**src/rtl/wisc_alu_pkg.sv**
```systemverilog
// Shared ALU encodings and the sequential-multiplier FSM state codes.
package wisc_alu_pkg;

  localparam logic [4:0] OPC_RTYPE = 5'b11011;
  localparam logic [1:0] FUNCT_ADD = 2'b00;

  localparam logic [1:0] StIdle = 2'b00;
  localparam logic [1:0] StRun  = 2'b01;
  localparam logic [1:0] StDone = 2'b10;

endpackage

```
**src/rtl/alu_mul_seq.sv**
```systemverilog
// Shift-add 16x16 multiplier (low 16 product bits) that borrows the shared ALU adder,
// consuming one multiplier bit per cycle and requesting the ALU only when it must add.
module alu_mul_seq
  import wisc_alu_pkg::*;
#(
  parameter int unsigned WIDTH = 16
) (
  input  logic             clk,
  input  logic             rst,
  input  logic             start,
  input  logic [WIDTH-1:0] a,
  input  logic [WIDTH-1:0] b,
  output logic             busy,
  output logic             done,
  output logic [WIDTH-1:0] product,
  output logic             alu_req,
  input  logic             alu_gnt,
  output logic [4:0]       alu_opcode,
  output logic [1:0]       alu_funct,
  output logic [WIDTH-1:0] alu_rs,
  output logic [WIDTH-1:0] alu_rt,
  input  logic [WIDTH-1:0] alu_res
);

  logic [1:0]       state_q, state_d;
  logic [WIDTH-1:0] acc_q, acc_d;
  logic [WIDTH-1:0] mcand_q, mcand_d;
  logic [WIDTH-1:0] mplier_q, mplier_d;
  logic [WIDTH-1:0] product_q, product_d;

  always_comb begin
    state_d   = state_q;
    acc_d     = acc_q;
    mcand_d   = mcand_q;
    mplier_d  = mplier_q;
    product_d = product_q;
    case (state_q)
      StIdle: begin
        if (start) begin
          acc_d     = '0;
          mcand_d   = a;
          mplier_d  = b;
          product_d = '0;
          state_d   = (b != '0) ? StRun : StDone;
        end
      end
      StRun: begin
        // A set multiplier bit must wait for the grant; a clear bit shifts for free.
        if (!mplier_q[0] || alu_gnt) begin
          if (mplier_q[0]) begin
            acc_d = alu_res;
          end
          mcand_d  = mcand_q << 1;
          mplier_d = mplier_q >> 1;
          if (mplier_d == '0) begin
            product_d = acc_d;
            state_d   = StDone;
          end
        end
      end
      StDone: begin
        state_d = StIdle;
      end
      default: begin
        state_d = StIdle;
      end
    endcase
  end

  always_ff @(posedge clk) begin
    if (rst) begin
      state_q   <= StIdle;
      acc_q     <= '0;
      mcand_q   <= '0;
      mplier_q  <= '0;
      product_q <= '0;
    end else begin
      state_q   <= state_d;
      acc_q     <= acc_d;
      mcand_q   <= mcand_d;
      mplier_q  <= mplier_d;
      product_q <= product_d;
    end
  end

  // Moore request: never looks at alu_gnt, so no combinational loop with the arbiter.
  assign alu_req    = (state_q == StRun) && mplier_q[0];
  assign busy       = (state_q != StIdle);
  assign done       = (state_q == StDone);
  assign product    = product_q;
  assign alu_opcode = OPC_RTYPE;
  assign alu_funct  = FUNCT_ADD;
  assign alu_rs     = acc_q;
  assign alu_rt     = mcand_q;

endmodule

```
**config.mk**
```make
export PLATFORM = sky130hd
export DESIGN_NAME = alu_mul_seq
export DESIGN_NICKNAME = d
export VERILOG_FILES = /design/src/rtl/wisc_alu_pkg.sv /design/src/rtl/alu_mul_seq.sv
export SDC_FILE = /design/constraint.sdc
export NUM_CORES = 1
export LEC_CHECK = 0
export ABC_AREA = 1
export CAP_MARGIN = 15
export CELL_PAD_IN_SITES_DETAIL_PLACEMENT = 1
export CELL_PAD_IN_SITES_GLOBAL_PLACEMENT = 2
export CORE_UTILIZATION = 23
export DETAILED_ROUTE_END_ITERATION = 8
export PLACE_DENSITY_LB_ADDON = 0.1
export SLEW_MARGIN = 5
export SYNTH_ARGS = -nofsm -noshare
export SYNTH_HDL_FRONTEND = slang
export SYNTH_SLANG_ARGS = --single-unit
```
**constraint.sdc**
```tcl
create_clock -name clk -period 1.61 [get_ports clk]
set_input_delay 0.2415 -clock clk [delete_from_list [all_inputs] [get_ports clk]]
set_output_delay 0.2415 -clock clk [all_outputs]
set_load 0.01 [all_outputs]
```
==> results of run 1 <==
## metal layers
layer / vias up / wire length (um) / GRT usage (%)
met3: 12 / 491 / 3.242
met4: 0 / 180 / 6.867
met5: - / 0 / 0
met1: 1608 / 5023 / 19.53
li1: 1763 / - / -
met2: 74 / 4916 / 24.47
## registers in the layout, summed over array words and instances, names as in the netlist
name      count
mplier_q     16
alu_rt       16
state_q       2
product      16
alu_rs       16
## final timing paths
kind             endpoint         start  slack, ns  depth (start not counted)
min reg2reg  mplier_q[11]  mplier_q[11]       0.46                          2
max reg2reg   mplier_q[3]    state_q[1]       0.15                          8
min          mplier_q[11]  mplier_q[11]       0.46                          2
max            alu_rs[14]    alu_rs[14]       0.07                          1
## final cells by class
type | count | area share (%)
repair buffers | 126 | 25.79
clock inverters | 2 | 0.2082
clock buffers | 14 | 5.699
flip-flops and latches | 66 | 27.50
multi-input cells | 358 | 32.21
inverters | 48 | 3.903
well taps | 180 | 4.684
## cells in the mapped netlist
master and n:
inv_1 44, o21ai_0 33, nand3_1 10, conb_1 2, o21ai_2 1, o21ai_1 23
nand2_4 3, a21oi_2 1, nor2_1 71, inv_4 1, dfxtp_1 66, nand2_2 2
nor3_2 1, buf_6 8, a21oi_1 43, nor3_1 6, nand2_1 155, inv_2 3
clkbuf_1 6, nor2_2 1, buf_1 2, a21oi_4 1, buf_4 11, buf_2 9
## cell families after synthesis
logic type	count (synthesis)	synth area share, %
compound gates	102	16.14
flops	66	40.29
simple gates	249	30.22
other cells	2	0.2290
buf+inv	84	13.12
## power groups by stage
stage | Sequential [mW] | Combinational [mW] | Clock, mW
3_3_place_gp | 2.03 | 1.62 | 0
3_5_place_dp | 2.04 | 1.63 | 0
2_1_floorplan | 2.08 | 0.861 | 0
5_1_grt | 2.03 | 1.84 | 2.03
4_1_cts | 2.00 | 1.64 | 1.95
6_report | 2.00 | 1.63 | 1.89
## metrics by stage
| step | utilization [%] | cells | hold slack (ns) |
|---|---|---|---|
| 4_1_cts | 34.39 | 791 | 0.4700 |
| 5_1_grt | 34.64 | 794 | 0.4898 |
| 3_5_place_dp | 32.36 | 775 | 0.4592 |
| 6_report | 34.64 | 794 | 0.4647 |
| 2_1_floorplan | - | 508 | 0.3890 |
| 3_3_place_gp | 32.36 | 775 | 0.4519 |
## repair_timing
action / CTS / global route
setup buffers: 0 / 3
gates resized for setup: 4 / 6
endpoints found under the hold margin: 0 / 0
gates cloned: 0 / 0
setup endpoints to repair: 3 / 21
==> impl_metrics.yaml, run 1 <==
worst_setup_path:
  path_max_fanout: 3
  cp.arrival_ns: 1.29
  start_kind: "register"
  cp_top_family: "buffers and inverters"
  slowest_stage: "clkdlybuf4s50_1"
  endpoint_kind: "output port"
  critPathKind: "reg2out"
  max_stage_delay_ns: 0.57
  crit_chain: "clkdlybuf4s50_1"
  worst-path-buf-inv: 1
  critPathRequiredTime_ns: 1.37
power_and_ir_drop:
  power.density_mw_per_mm2: 1146
  pwr-share-seq_pct: 36.3
  irDropWorstVdd_uv: 505.7
  finalPower_mw: 5.510
  combPwrFrac_pct: 29.5
  p_int_mw: 3.785
  leakage_nw: 2.142
  sw_frac_of_total_pct: 31.31
  p_sw_mw: 1.725
  clkPwrFrac_pct: 34.2
global_route:
  grt_pass1_vias: 3534
  grt_pass1_wl_um: 17370
  antenna_found_initial: 0
  grt.overflow.total: 0
  grt_max_degree: 50
  grt.total_usage_pct: 15.28
die:
  start_util_pct: 23.63
  core_mm2: 0.01388
  dieArea_mm2: 0.01474
  std_cell_rows: 43
  die_w_um: 121.4
  boundaryPins: 110
  die_h_um: 121.4
finish:
  antenna_cells_inserted: 0
  nets: 661
  synthToLayoutAreaGrowth_pct: 46.62
  drive_above_1_share_pct: 8.795
  multiInputGateArea_mm2: 0.001549
  mostFrequentLayoutCells: "nand2_1 (155), clkdlybuf4s50_1 (99), nor2_1 (70)"
  fillers: 1767
  final_common_cell: "nand2_1"
  stdcell_area_mm2: 0.004808
  seqCellArea_mm2: 0.001323
cts:
  cts.clk_slew.worst_paths_ns: 0.05
  cts.sinks: 66
  cts_buffers: 9
  htree_levels: 3
  clk_path_buf_depth: 2
  cts_hold_buf: 0
  worstSkewPairLatency_ns: 0.34
  cts_root_buf: "clkbuf_16"
  tritoncts: "done"
route:
  ant_nets: 0
  wl_per_cell_um: 13.36
  first_pass_iters: 4
  wl_um: 10610
  drtIter0Drc: 93
  vias_per_cell: 4.354
  via_count: 3457
  drc_errors: 0
synth:
  ys_warn_count: 0
  ys_seq_area_share_pct: 40.29
  syn_avg_cell_area_um2: 6.520
  synth_top_cell_by_area: "dfxtp_1"
  synth_area_leaders: "dfxtp_1 (40%), nand2_1 (18%), nor2_1 (8.1%), a21oi_1 (6.6%), inv_1 (5.0%)"
  syn_inst: 503
  ys_types: 24
  synth.top_cell.area_share_pct: 40.29
  syn_area_mm2: 0.003279
  ys_seq_elements: 66
placement:
  place_congestion: 0.7527
  place_ws_ns: -0.09558
  dpl_cell_area_mm2: 0.004492
  hpwl_um: 7558
  portBuffers: 102
sta:
  hold_viol_final: 0
  drv_slew: 0
  rsz0062_at_grt: "no"
  setup_viol: 0
  fmaxAchievable_ghz: 0.6510
  layout_min_cycle_time_ns: 1.536
  fin_worst_skew_ns: 0.003989
  post-route-period-util_pct: 95.41
  fin_setup_tns_ns: 0
  layout_setup_ws_ns: 0.07394
hold_path:
  hold_class: "reg2reg"
job:
  maxCapViolCount: 0
run_status:
  status: "completed"
Note: power is estimated with default switching activity, not from simulation.
==> run 2, diff against run 1 <==
Clock period 1.61 ns to 1.7 ns, I/O delays scaled along.
==> run 2 against run 1 <==
Compared with the run above: die area stayed put; critical path depth grew 3; combinational power decreased by 6%; sequential share of layout area rose by 0.20 points; highest routed layer unchanged.
==> impl_metrics.yaml, run 2 (synthesized netlist as in run 1, its figures left out) <==
die:
  dieArea_mm2: 0.01474
  die_w_um: 121.4
  boundaryPins: 110
  die_h_um: 121.4
  start_util_pct: 23.63
  core_mm2: 0.01388
  std_cell_rows: 43
global_route:
  grt_max_degree: 55
  grt_pass1_wl_um: 17400
  grt.total_usage_pct: 15.49
  use_met2_pct: 26.03
  top_usage_layer: "met2"
  grt.overflow.total: 0
  grt_use_met3_pct: 4.652
  grt_pass1_vias: 3467
  use_met1_pct: 18.93
  antenna_found_initial: 0
cts:
  cts_root_buf: "clkbuf_16"
  cts.clk_slew.worst_paths_ns: 0.05
  worstSkewPairLatency_ns: 0.33
  clk_path_buf_depth: 2
  cts_buffers: 9
  tritoncts: "done"
  cts.sinks: 66
  htree_levels: 3
finish:
  final_util_pct: 34.39
  fillers: 1747
  seqCellArea_mm2: 0.001323
  nets: 656
  stdcell_area_mm2: 0.004773
  drive_above_1_share_pct: 8.046
  synthToLayoutAreaGrowth_pct: 45.56
  final_common_cell: "nand2_1"
  mostFrequentLayoutCells: "nand2_1 (155), clkdlybuf4s50_1 (99), nor2_1 (70)"
  multiInputGateArea_mm2: 0.001549
  antenna_cells_inserted: 0
sta:
  layout_min_cycle_time_ns: 1.544
  setup_viol: 0
  hold_viol_final: 0
  fin_worst_skew_ns: 0.004379
  fin_setup_tns_ns: 0
  fmaxAchievable_ghz: 0.6477
  rsz0062_at_grt: "no"
  layout_setup_ws_ns: 0.1560
  post-route-period-util_pct: 90.83
  drv_slew: 0
worst_setup_path:
  ff2ff_path_depth: 8
  critPathKind: "reg2out"
  path_max_fanout: 3
  endpoint: "alu_req"
  max_stage_delay_ns: 0.34
  endpoint_kind: "output port"
  cp.arrival_ns: 1.29
  crit_chain: "inv_2 > nand2_2 > nor2_2 > dlygate4sd2_1"
  startpoint: "state_q[1]"
  slowest_stage: "dfxtp_2"
  r2r-start: "state_q[1]"
  critPathRequiredTime_ns: 1.44
  start_kind: "register"
  r2r_end: "mplier_q[3]"
  reg2reg_setup_slack_ns: 0.16
route:
  ant_nets: 0
  wl_per_cell_um: 13.39
  via_count: 3382
  drc_errors: 0
  vias_per_cell: 4.286
  wl_um: 10560
  drtIter0Drc: 107
  first_pass_iters: 4
hold_path:
  hold_class: "reg2reg"
power_and_ir_drop:
  leakage_nw: 2.125
  power.density_mw_per_mm2: 1086
  irDropWorstVdd_uv: 535.4
placement:
  hpwl_um: 7512
  portBuffers: 102
  dpl_cell_area_mm2: 0.004489
  place_congestion: 0.7419
  place_ws_ns: -0.02545
job:
  maxCapViolCount: 0
run_status:
  status: "completed"
-- run 2: cell types whose count changed in the layout (fill, tap and decap cells not counted), sizes merged --
cell,before,now
buf,24,19
clkdlybuf4s15,1,0
clkinv,4,3
dlygate4sd2,2,3
inv,46,47
-- run 2: what timing repair did --
item,CTS,global route
hold buffers,0,0
endpoints found under the setup margin,3,0
buffers inserted,0,0
hold endpoints to repair,0,0
resized for setup,5,0
-- run 2: final cells by class --
| cell class | instances | area share, % |
|---|---|---|
| sequential | 66 | 27.71 |
| inverter | 48 | 3.827 |
| timing repair buffer | 121 | 25.35 |
| multi-input combinational | 358 | 32.45 |
| tap | 180 | 4.718 |
| clock buffer | 14 | 5.740 |
| clock inverter | 2 | 0.2097 |
-- run 2: metrics by stage --
step / instances / power, mW / hold slack (ns)
2_1_floorplan: 508 / 2.786 / 0.4025
3_3_place_gp: 773 / 3.460 / 0.4513
3_5_place_dp: 773 / 3.483 / 0.4619
4_1_cts: 789 / 5.296 / 0.4693
5_1_grt: 789 / 5.539 / 0.4874
6_report: 789 / 5.182 / 0.4647
-- run 2: per-layer routing --
layer  routed length, um  share of wire, %  up-vias
met4                 125               1.2        0
met1                4880                46     1560
met5                   0                 0        -
met3                 485               4.6        7
li1                    -                 -     1755
met2                5071                48       60
-- run 2: report_power, final --
| group | switching [mW] | leakage [nW] | internal, mW |
|---|---|---|---|
| clock network | 0.662 | 0.143 | 1.10 |
| logic | 0.815 | 1.44 | 0.710 |
| registers | 0.133 | 0.547 | 1.76 |
| total | 1.61 | 2.12 | 3.57 |
-- run 2: critical path: cells and delay by family, from the launching register on --
kind                   cells  cell delay [ns]
buffers and inverters      2             0.36
flip-flops                 1             0.34
AND/OR/NAND/NOR            2             0.25
-- run 2: worst min-delay path by stage --
stage / startpoint / end / slack [ns] / depth (start not counted)
after floorplan: a[0] / alu_rt[0] / 0.40 / 2
after global placement: mplier_q[1] / mplier_q[1] / 0.45 / 2
after detailed placement: mplier_q[8] / mplier_q[8] / 0.46 / 2
after CTS: mplier_q[8] / mplier_q[8] / 0.47 / 2
after global routing: mplier_q[10] / mplier_q[10] / 0.49 / 2
final: mplier_q[11] / mplier_q[11] / 0.46 / 2
